`src/rtl/fc_seq_ctrl_pkg.sv`:
```
// Shared definitions for the fc sequencer: state encoding and default geometry
// used by the fc engine and the feature buffer.
package fc_seq_ctrl_pkg;

    localparam int DEF_DW      = 32;
    localparam int DEF_LANES   = 6;
    localparam int DEF_W_BITS  = 192;
    localparam int DEF_N_BEATS = 32;
    localparam int DEF_IV_GAP  = 1;
    localparam int DEF_N_OUT   = 10;
    localparam int DEF_TIMEOUT = 1024;

    typedef enum logic [1:0] {
        ST_IDLE   = 2'd0,
        ST_LOAD_W = 2'd1,
        ST_FEED   = 2'd2,
        ST_DRAIN  = 2'd3
    } state_t;

endpackage

```
`src/rtl/fc_seq_ctrl.sv`:
```
// Sequencer for the binarized fc engine: loads weight bits, streams feature beats
// with paced fc_ivalid, collects results and reports done/err.
module fc_seq_ctrl
    import fc_seq_ctrl_pkg::*;
#(
    parameter int   DW      = DEF_DW,
    parameter int   LANES   = DEF_LANES,
    parameter int   W_BITS  = DEF_W_BITS,
    parameter int   N_BEATS = DEF_N_BEATS,
    parameter int   IV_GAP  = DEF_IV_GAP,
    parameter int   N_OUT   = DEF_N_OUT,
    parameter logic W_INV   = 1'b1,
    parameter int   TIMEOUT = DEF_TIMEOUT
) (
    input  logic                   clk,
    input  logic                   rstn,
    input  logic                   start,
    input  logic                   reload_w,
    output logic                   busy,
    output logic                   done,
    output logic                   err,
    output logic                   w_rd_en,
    output logic [7:0]             w_rd_addr,
    input  logic                   w_rd_data,
    output logic                   f_rd_en,
    output logic [4:0]             f_rd_addr,
    input  logic [LANES*DW-1:0]    f_rd_data,
    output logic                   fc_weight_en,
    output logic                   fc_weight,
    output logic                   fc_ivalid,
    output logic signed [DW-1:0]   fc_din_0,
    output logic signed [DW-1:0]   fc_din_1,
    output logic signed [DW-1:0]   fc_din_2,
    output logic signed [DW-1:0]   fc_din_3,
    output logic signed [DW-1:0]   fc_din_4,
    output logic signed [DW-1:0]   fc_din_5,
    input  logic                   fc_ovalid,
    input  logic signed [DW-1:0]   fc_dout,
    output logic                   res_valid,
    output logic [3:0]             res_idx,
    output logic signed [DW-1:0]   res_data,
    output logic [1:0]             dbg_state
);

    localparam logic [8:0]  W_LAST    = 9'(W_BITS);
    localparam logic [4:0]  BEAT_LAST = 5'(N_BEATS - 1);
    localparam logic [3:0]  GAP_LAST  = 4'(IV_GAP);
    localparam logic [3:0]  OUT_N     = 4'(N_OUT);
    localparam logic [3:0]  OUT_LAST  = 4'(N_OUT - 1);
    localparam logic [10:0] TO_LAST   = 11'(TIMEOUT - 1);

    state_t        state_q, state_d;
    logic          w_loaded;
    logic [8:0]    lcnt;
    logic [4:0]    fa;
    logic [3:0]    ph;
    logic [3:0]    rcnt;
    logic [10:0]   tcnt;
    logic          accept_start, accept_res, all_in, finish, timeout;
    logic [DW-1:0] din_q   [LANES];
    logic [DW-1:0] din_out [LANES];

    always_ff @(posedge clk or negedge rstn) begin
        if (!rstn) state_q <= ST_IDLE;
        else       state_q <= state_d;
    end

    always_comb begin
        state_d      = state_q;
        w_rd_en      = 1'b0;
        f_rd_en      = 1'b0;
        fc_ivalid    = 1'b0;
        accept_start = 1'b0;
        finish       = 1'b0;
        timeout      = 1'b0;
        accept_res   = fc_ovalid && (state_q == ST_FEED || state_q == ST_DRAIN) && (rcnt < OUT_N);
        all_in       = (rcnt == OUT_N) || (accept_res && rcnt == OUT_LAST);
        case (state_q)
            ST_IDLE: begin
                if (start) begin
                    accept_start = 1'b1;
                    state_d      = (reload_w || !w_loaded) ? ST_LOAD_W : ST_FEED;
                end
            end
            ST_LOAD_W: begin
                w_rd_en = (lcnt < W_LAST);
                if (lcnt == W_LAST) state_d = ST_FEED;
            end
            ST_FEED: begin
                // ph 0 reads a beat, ph 1 presents it; the next read lands on the last gap cycle
                f_rd_en   = (ph == 4'd0);
                fc_ivalid = (ph == 4'd1);
                if (fc_ivalid && fa == BEAT_LAST) begin
                    if (all_in) begin
                        finish  = 1'b1;
                        state_d = ST_IDLE;
                    end else begin
                        state_d = ST_DRAIN;
                    end
                end
            end
            ST_DRAIN: begin
                if (all_in) begin
                    finish  = 1'b1;
                    state_d = ST_IDLE;
                end else if (tcnt == TO_LAST) begin
                    timeout = 1'b1;
                    finish  = 1'b1;
                    state_d = ST_IDLE;
                end
            end
            default: state_d = ST_IDLE;
        endcase
    end

    always_ff @(posedge clk or negedge rstn) begin
        if (!rstn) begin
            done         <= 1'b0;
            err          <= 1'b0;
            w_loaded     <= 1'b0;
            fc_weight_en <= 1'b0;
            res_valid    <= 1'b0;
            res_idx      <= '0;
            res_data     <= '0;
            lcnt         <= '0;
            fa           <= '0;
            ph           <= '0;
            rcnt         <= '0;
            tcnt         <= '0;
        end else begin
            done         <= finish;
            fc_weight_en <= w_rd_en;
            res_valid    <= accept_res;
            if (accept_start) begin
                err  <= 1'b0;
                lcnt <= '0;
                fa   <= '0;
                ph   <= '0;
                rcnt <= '0;
                tcnt <= '0;
            end else begin
                if (timeout) err <= 1'b1;
                if (state_q == ST_LOAD_W) begin
                    lcnt <= lcnt + 9'd1;
                    if (lcnt == W_LAST) w_loaded <= 1'b1;
                end
                if (state_q == ST_FEED) begin
                    ph <= (ph == GAP_LAST) ? 4'd0 : ph + 4'd1;
                    if (fc_ivalid) fa <= fa + 5'd1;
                end
                if (state_q == ST_DRAIN) tcnt <= tcnt + 11'd1;
                if (accept_res) begin
                    res_data <= fc_dout;
                    res_idx  <= rcnt;
                    rcnt     <= rcnt + 4'd1;
                end
            end
        end
    end

    // Lanes pass straight through on the ivalid cycle and are held afterwards.
    always_ff @(posedge clk or negedge rstn) begin
        if (!rstn) begin
            for (int i = 0; i < LANES; i++) din_q[i] <= '0;
        end else if (fc_ivalid) begin
            for (int i = 0; i < LANES; i++) din_q[i] <= f_rd_data[i*DW +: DW];
        end
    end

    always_comb begin
        for (int i = 0; i < LANES; i++) begin
            din_out[i] = fc_ivalid ? f_rd_data[i*DW +: DW] : din_q[i];
        end
    end

    assign fc_din_0  = din_out[0];
    assign fc_din_1  = din_out[1];
    assign fc_din_2  = din_out[2];
    assign fc_din_3  = din_out[3];
    assign fc_din_4  = din_out[4];
    assign fc_din_5  = din_out[5];
    assign fc_weight = fc_weight_en & (w_rd_data ^ W_INV);
    assign w_rd_addr = lcnt[7:0];
    assign f_rd_addr = fa;
    assign busy      = (state_q != ST_IDLE);
    assign dbg_state = state_q;

endmodule

```
`config.mk`:
```
export PLATFORM = sky130hd
export DESIGN_NAME = fc_seq_ctrl
export DESIGN_NICKNAME = d
export VERILOG_FILES = /design/src/rtl/fc_seq_ctrl_pkg.sv /design/src/rtl/fc_seq_ctrl.sv
export SDC_FILE = /design/constraint.sdc
export NUM_CORES = 1
export LEC_CHECK = 0
export ABC_AREA = 1
export BUFFER_PORTS_ARGS = -buffer_cell sky130_fd_sc_hd__buf_2
export CAP_MARGIN = 20
export CELL_PAD_IN_SITES_DETAIL_PLACEMENT = 1
export CELL_PAD_IN_SITES_GLOBAL_PLACEMENT = 2
export CORE_MARGIN = 3
export CORE_UTILIZATION = 24
export CTS_BUF_LIST = sky130_fd_sc_hd__clkbuf_2 sky130_fd_sc_hd__clkbuf_4 sky130_fd_sc_hd__clkbuf_8
export CTS_CLUSTER_DIAMETER = 40
export DETAILED_ROUTE_END_ITERATION = 10
export GPL_TIMING_DRIVEN = 0
export PLACE_DENSITY_LB_ADDON = 0.1
export REMOVE_ABC_BUFFERS = 1
export SYNTH_ARGS = -nofsm -noshare
export SYNTH_HDL_FRONTEND = slang
export SYNTH_SLANG_ARGS = --single-unit
```
`constraint.sdc`:
```
create_clock -name clk -period 1.45 [get_ports clk]
set_input_delay 0.145 -clock clk [delete_from_list [all_inputs] [get_ports clk]]
set_output_delay 0.145 -clock clk [all_outputs]
set_load 0.02 [all_outputs]
```
==> results of run 1 <==
[power by group through the flow]
stage | combinational (uW) | sequential (uW) | clock (uW)
global route | 26700 | 12400 | 10300
floorplan | 9480 | 12600 | 0
CTS | 23100 | 12000 | 9890
detailed placement | 17100 | 12100 | 0
global placement | 17000 | 12000 | 0
finish | 24900 | 12000 | 9550
[sequential cells by signal, indices dropped and copies added (netlist names)]
name          cells
w_loaded          1
tcnt             11
f_rd_addr         5
din_q           192
res_idx           4
res_valid         1
res_data         32
done              1
fc_weight_en      1
lcnt              9
ph                4
err               1
rcnt              4
dbg_state         2
[synthesized netlist by cell type (all sizes together) (3+ instances only)]
cell / instances / area share [%]
nand2: 741 / 26
dfrtp: 268 / 63
buf: 50 / 2.8
inv: 48 / 1.7
nor2: 35 / 1.3
o21ai: 25 / 1.2
nand3: 22 / 1.0
a21oi: 10 / 0.47
clkbuf: 9 / 0.32
ha: 8 / 0.94
nand4: 7 / 0.41
nor3: 7 / 0.33
o22ai: 3 / 0.18
o31ai: 3 / 0.21
[kinds of logic (layout without fill, tap and decap cells)]
group	after synthesis	in the layout	synth area share, %
and+or+nand+nor	812	821	29.16
xor gates and xnor gates	1	1	0.08184
DFF	268	268	62.65
other	0	3	0
adders and majority gates	8	8	0.9352
buffers and inverters	108	984	4.828
AOI/OAI and AO/OA	45	45	2.338
[cell type report]
class                           count  share of cell area [%]
Timing Repair Buffer              825                   33.78
Sequential cell                   268                   33.08
Multi-Input combinational cell    875                   21.47
Clock buffer                       87                   5.472
Tap cell                          585                   3.609
Clock inverter                     19                   1.197
Inverter                           49                   1.080
Timing Repair inverter              4                  0.2776
Antenna cell                        3                 0.03702
[timing repair]
action	4_1_cts	5_1_grt
endpoints found under the setup margin	475	477
setup buffers	72	24
hold buffers	225	0
hold endpoints to repair	320	0
resized for setup	370	141
cloned	22	11
pin swaps	38	33
[how the worst max path moves through the flow]
stage | startpoint | endpoint | slack, ns
2_1_floorplan | dbg_state[1] | fc_din_0[0] | -1.81
3_3_place_gp | rstn | din_q[35] | -5.52
3_5_place_dp | dbg_state[1] | fc_din_2[17] | -1.89
4_1_cts | ph[2] | fc_din_0[12] | -1.14
5_1_grt | dbg_state[0] | fc_din_1[28] | -1.24
6_report | ph[1] | fc_din_1[6] | -1.09
[layer usage]
metal  share of wire (%)  vias to the layer above
met2                  50                      340
met5                   0                        -
met3                 6.9                       96
met1                  40                     5722
li1                    -                     5520
met4                 2.8                        0
[metrics by stage]
step | area (sq um) | TNS, ns
floorplan | 10370 | -734.99
global placement | 13510 | -3016.40
detailed placement | 13680 | -632.77
CTS | 19440 | -275.71
global route | 20280 | -289.14
finish | 20280 | -234.60
[worst register-to-register path, cell delays in order (launching register included)]
cell     delay, ns
dfrtp_2       0.42
nand2_1       0.17
inv_4         0.08
nand2_8       0.09
buf_16        0.14
inv_16        0.06
buf_16        0.15
buf_16        0.19
nand2_4       0.09
nand2_4       0.05
buf_4         0.12
buf_4         0.12
buf_4         0.12
buf_4         0.12
buf_4         0.12
buf_4         0.11
buf_4         0.12
buf_4         0.11
==> reports/results.tsv, run 1 <==
stage	metric	value	unit
status	status	complete, but fails checks	
status	violations	negative setup slack	
floorplanning	coreArea	43550	sq um
timing	hold_viol	0	
global_routing	grt_busiest_layer	met2	
finish	layoutNonFillerInstCount	2715	
timing	fin_crit	2.545	ns
global_routing	grt_first_pass_wirelength	77.20	mm
critical_path	cp-start-kind	flop	
yosys	synth_ff_type	dfrtp_1	
finish	mostFrequentLayoutCells	614 x nand2_1, 302 x buf_2, 266 x dfrtp_1	
timing	setup_violations	433	
critical_path	crit_cells	12	
yosys	syn_inst	1242	
power_and_ir_drop	sw_frac_of_total	42.12	%
global_routing	grt_max_degree	95	
finish	fill_cells	5091	
finish	final_layout_size_suffix_gt1_share	40.53	%
timing	slew_headroom	47.60	%
min_path	min_to	res_idx[0]	
drt	routed_via_density	4.301	
clock_tree	clk_pin_slew	0.06	ns
place	io_buffer_count	481	
power_and_ir_drop	p_switching	19560	uW
finish	finalNetCount	2321	
yosys	synth_cell_types	28	
timing	fin_worst_skew	0.01915	ns
place	place_hpwl	29.36	mm
drt	ant_nets	0	
global_routing	grt_use_met2	37.32	%
floorplanning	pin_count	482	
timing	slew_viol_final	0	
power_and_ir_drop	seq_power_share	25.9	%
floorplanning	die_area	47170	sq um
yosys	yosysWarnings	0	
critical_path	reg2reg_to	din_q[167]	
timing	fin_ws	-1.095	ns
critical_path	crit_path_max_incr_delay	0.40	ns
timing	tightest_slew	0.7860	ns
finish	seq_area	6709	sq um
global_routing	grt_use_total	21.26	%
min_path	hp-class	input port to flop	
critical_path	worstSetupPathType	flop to primary output	
critical_path	cp.required	1.31	ns
critical_path	crit_buf_inv	7	
power_and_ir_drop	combPwrFrac	53.5	%
power_and_ir_drop	power.share.clock	20.6	%
place	gp_congestion	0.7485	
floorplanning	start_util	24.58	%
critical_path	worstPathCellList	inv_2, nand2_4, nor2_4, nand2_8, buf_16, inv_16, buf_12, buf_12, buf_16, nand2_2, nand2_2, buf_6	
global_routing	antenna_found_initial	3	
critical_path	end_kind	primary output	
place	place_ws	-1.885	ns
min_path	whs_path_depth	6	
floorplanning	die_w	217.2	microns
clock_tree	cts_sinks	268	
finish	multi_input_area	4354	sq um
clock_tree	root_buffer	clkbuf_8	
critical_path	cp_top_family	buffers and inverters	
global_routing	use_met1	24.76	%
yosys	avgSynthCellArea	8.618	sq um
global_routing	grt_pass1_vias	12961	
critical_path	reg2reg_setup_slack	-1.03	ns
critical_path	crit_fanout	8	
power_and_ir_drop	p_leak	0.01090	uW
yosys	netlist_area	10700	sq um
finish	utilization	46.57	%
yosys	synth-async-reset-ratio	100.0	%
finish	final_common_cell	nand2_1	
clock_tree	numCtsBuffers	60	
drt	drc	0	
floorplanning	die_h	217.2	microns
critical_path	arrival	2.40	ns
power_and_ir_drop	max-vdd-ir-drop	1.024	mV
place	placed_cells	2254	
timing	max_freq	0.3930	GHz
timing	fin_hold_ws	0.1353	ns
clock_tree	cts_tree	done	
power_and_ir_drop	internal_power	26870	uW
timing	rsz0062_at_grt	true	
drt	wl	53.25	mm
global_routing	overflow	0	
drt	first_iter_violations	384	
global_routing	met3_usage	7.093	%
yosys	synth-edff-count	0	
power_and_ir_drop	powerDensity	2289	nW/um^2
drt	wl_per_cell	19.61	microns
critical_path	crit_slowest_cell	dfrtp_1	
run	cap_violations	0	
critical_path	r2r-start	dbg_state[1]	
clock_tree	htreeDepth	2	
finish	area_growth	89.47	%
timing	finalCritPeriodShare	175.5	%
yosys	ys_ff_latch	268	
drt	vias	11678	
critical_path	r2r_cells	17	
drt	firstDrtPassIters	4	
power_and_ir_drop	p_total	46430	uW
clock_tree	insertion_delay	0.65	ns
floorplanning	rows	76	
clock_tree	max-clock-path-buffers	3	
min_path	min_from	fc_ovalid	
yosys	synth-seq-area-share	62.65	%
No activity file was read; power rests on OpenSTA's default activity.
==> run 2: changes to the inputs <==
ABC_AREA = not set   (was 1)
CORE_UTILIZATION = 25   (was 24)
==> reports/results.tsv, run 2 <==
stage	metric	value	unit	change
status	status	complete, but fails checks		unchanged
status	violations	negative setup slack		unchanged
critical_path	worstSetupPathType	flop to primary output		unchanged
critical_path	critPathLaunch	ph[1]		unchanged
timing	fin_hold_ws	0.04191	ns	was 0.1353 ns
power_and_ir_drop	combPwrFrac	59.6	%	was 53.5%
critical_path	cp.required	1.31	ns	about the same
critical_path	cp-endpoint	fc_din_5[10]		was fc_din_1[6]
yosys	syn_inst	1114		was 1242
yosys	synth_compound_area_share	3.002	%	was 2.338%
clock_tree	cts_sinks	268		unchanged
global_routing	grt_pass1_vias	12193		was 12961
global_routing	grt_first_pass_wirelength	73.12	mm	was 77.20 mm
yosys	synth_top_family_by_area	simple AND/OR/NAND/NOR gates		unchanged
place	place_hpwl	27.92	mm	was 29.36 mm
yosys	netlist_top_cells_count	608 x nand2_1, 268 x dfrtp_1, 34 x mux2_2, 33 x buf_2, 26 x o21ai_0		was 740 x nand2_1, 268 x dfrtp_1, 41 x inv_1, 33 x buf_2, 32 x nor2_1
power_and_ir_drop	sw_frac_of_total	43.59	%	was 42.12%
finish	final_common_cell	nand2_1		unchanged
finish	finalNetCount	2179		was 2321
global_routing	grt_max_degree	76		was 95
timing	fin_crit	2.482	ns	was 2.545 ns
floorplanning	rows	75		was 76
timing	tightest_slew	0.7741	ns	was 0.7860 ns
yosys	netlist_area	10710	sq um	was 10700 sq um
timing	finalCritPeriodShare	171.2	%	was 175.5%
place	placed_cells	2079		was 2254
finish	reg_top3	din_q: 192 flops, res_data: 32 flops, tcnt: 11 flops		unchanged
yosys	avgSynthCellArea	9.615	sq um	was 8.618 sq um
power_and_ir_drop	power.share.clock	17.7	%	was 20.6%
drt	wl_per_cell	21.13	microns	was 19.61 microns
finish	final_layout_size_suffix_gt1_share	48.54	%	was 40.53%
place	gp_congestion	0.7326		was 0.7485
clock_tree	root_buffer	clkbuf_8		unchanged
finish	top_register	din_q		unchanged
drt	drc	0		unchanged
clock_tree	htreeDepth	2		unchanged
finish	layoutNonFillerInstCount	2528		was 2715
finish	fill_cells	4685		was 5091
timing	tns	-233.53	ns	was -234.60 ns
clock_tree	cts_tree	done		unchanged
critical_path	reg2reg_to	din_q[39]		was din_q[167]
critical_path	reg2reg_setup_slack	-0.94	ns	was -1.03 ns
yosys	synth_cell_types	47		was 28
finish	largest_reg_flops	192		unchanged
clock_tree	clk_pin_slew	0.05	ns	was 0.06 ns
finish	mostFrequentLayoutCells	399 x nand2_1, 293 x buf_2, 264 x dfrtp_1		was 614 x nand2_1, 302 x buf_2, 266 x dfrtp_1
drt	vias	11284		was 11678
run	cap_violations	0		unchanged
power_and_ir_drop	max-vdd-ir-drop	1.508	mV	was 1.024 mV
floorplanning	start_util	25.42	%	was 24.58%
clock_tree	insertion_delay	0.67	ns	was 0.65 ns
power_and_ir_drop	p_leak	0.01063	uW	was 0.01090 uW
timing	hold_viol	0		unchanged
global_routing	antenna_found_initial	4		was 3
finish	fin_area	20730	sq um	was 20280 sq um
yosys	yosys.area_share.simple	25.03	%	was 29.16%
timing	rsz0062_at_grt	true		unchanged
timing	slew_viol_final	0		unchanged
finish	seq_area	6714	sq um	was 6709 sq um
drt	firstDrtPassIters	4		unchanged
power_and_ir_drop	p_total	54670	uW	was 46430 uW
yosys	yosys.area_share.adder	0.9345	%	was 0.9351%
floorplanning	pin_count	482		unchanged
timing	slew_headroom	48.16	%	was 47.60%
clock_tree	numCtsBuffers	58		was 60
critical_path	end_kind	primary output		unchanged
finish	multi_input_area	4659	sq um	was 4354 sq um
clock_tree	max-clock-path-buffers	3		unchanged
yosys	yosysTopAreaCellShare	62.61	%	was 62.65%
drt	routed_via_density	4.464		was 4.301
place	io_buffer_count	481		unchanged
yosys	ys_ff_latch	268		unchanged
power_and_ir_drop	powerDensity	2638	nW/um^2	was 2289 nW/um^2
power_and_ir_drop	internal_power	30840	uW	was 26870 uW
floorplanning	die_area	45360	sq um	was 47170 sq um
yosys	synth-seq-area-share	62.61	%	was 62.65%
critical_path	cp-start-kind	flop		unchanged
critical_path	crit_fanout	7		was 8
critical_path	r2r-start	dbg_state[1]		unchanged
timing	setup_violations	458		was 433
power_and_ir_drop	seq_power_share	22.7	%	was 25.9%
yosys	synth-edff-count	0		unchanged
yosys	synth_ff_type	dfrtp_1		unchanged
yosys	synth_xor_xnor_area_share	0.3271	%	was 0.08182%
critical_path	arrival	2.34	ns	was 2.40 ns
timing	fin_ws	-1.032	ns	was -1.095 ns
power_and_ir_drop	p_switching	23830	uW	was 19560 uW
yosys	yosysTopAreaCell	dfrtp_1		unchanged
drt	wl	53.43	mm	was 53.25 mm
place	place_area	13580	sq um	was 13680 sq um
yosys	synth-async-reset-ratio	100.0	%	unchanged
critical_path	r2r_cells	15		was 17
drt	first_iter_violations	514		was 384
global_routing	grt_use_total	21.31	%	was 21.26%
floorplanning	die_h	213.0	microns	was 217.2 microns
drt	ant_nets	0		unchanged
floorplanning	die_w	213.0	microns	was 217.2 microns
yosys	yosysMostFrequentCell	nand2_1		unchanged
timing	fin_worst_skew	0.04425	ns	was 0.01915 ns
yosys	synthMuxAreaShare	3.960	%	was 0%
yosys	synth.top_cells.by_area	dfrtp_1 63%, nand2_1 21%, mux2_2 3.6%, buf_2 1.5%, buf_6 1.5%		was dfrtp_1 63%, nand2_1 26%, buf_2 1.5%, inv_1 1.4%, buf_4 1.1%
floorplanning	coreArea	42130	sq um	was 43550 sq um
yosys	yosysWarnings	0		unchanged
timing	max_freq	0.4029	GHz	was 0.3930 GHz
finish	area_growth	93.49	%	was 89.47%
global_routing	overflow	0		unchanged
min_path	hp-class	input port to async pin		was input port to flop
==> run 2: worst min-delay path by stage <==
stage / start / endpoint / slack, ns
after floorplan: rstn / dbg_state[0] / -0.15
after CTS: rstn / din_q[75] / 0.009
after global placement: f_rd_data[129] / din_q[33] / 0.35
final: rstn / din_q[75] / 0.04
after detailed placement: rstn / din_q[75] / 0.12
after global routing: rstn / din_q[75] / 0.05
==> run 2: through the flow <==
stage               utilization, %  setup WS (ns)
detailed placement           32.23         -2.370
finish                       49.19         -1.032
floorplan                        -         -3.645
CTS                          45.24         -1.084
global route                 49.19         -1.141
global placement             31.75         -8.579
==> run 2: cells by family (layout without fill, tap and decap cells) <==
logic type                 after synthesis  after routing
AOI/OAI and AO/OA                       52             52
xor gates and xnor gates                 4              4
adders and majority gates                8              8
buffers and inverters                   68            927
DFF                                    268            268
muxes                                   38             38
other                                    0              3
and+or+nand+nor                        676            689
==> run 2: layout make-up <==
class / count / area share (%)
Antenna cell: 3 / 0.03622
Clock buffer: 87 / 5.204
Clock inverter: 18 / 1.322
Inverter: 7 / 0.2535
Multi-Input combinational cell: 791 / 22.48
Sequential cell: 268 / 32.39
Tap cell: 539 / 3.254
Timing Repair Buffer: 808 / 34.33
Timing Repair inverter: 7 / 0.7244
==> run 2: metal layers <==
metal / wire length [microns] / vias to the layer above / part of all wire (%) / GRT usage [%]
li1: - / 5220 / - / -
met1: 20320 / 5636 / 38 / 23.94
met2: 27810 / 338 / 52 / 37.98
met3: 4063 / 88 / 7.6 / 7.317
met4: 1214 / 2 / 2.3 / 6.768
met5: 17 / - / 0.032 / 0
==> run 2: critical path, stage by stage (launching register included) <==
cell and delay [ns]:
dfrtp_2 0.39, and4bb_4 0.39, nand2_8 0.08, buf_16 0.16, clkinv_16 0.08, buf_12 0.14, buf_16 0.16, nand2_2 0.07
nand2_2 0.09, buf_6 0.12
==> run 2: power by group through the flow <==
stage	Combinational [uW]	Clock (uW)	Sequential [uW]
after global placement	14200	0	12000
after global routing	34700	10400	12800
after floorplan	10100	0	13000
after CTS	27600	9980	12300
final	32600	9700	12400
after detailed placement	20100	0	12500
==> run 2: timing repair <==
action | in CTS | in global routing
setup buffers | 44 | 32
endpoints found under the hold margin | 436 | 0
hold buffers | 226 | 0
setup endpoints to repair | 473 | 472
pin swaps | 20 | 88
gates cloned | 27 | 16
gates resized for setup | 313 | 352
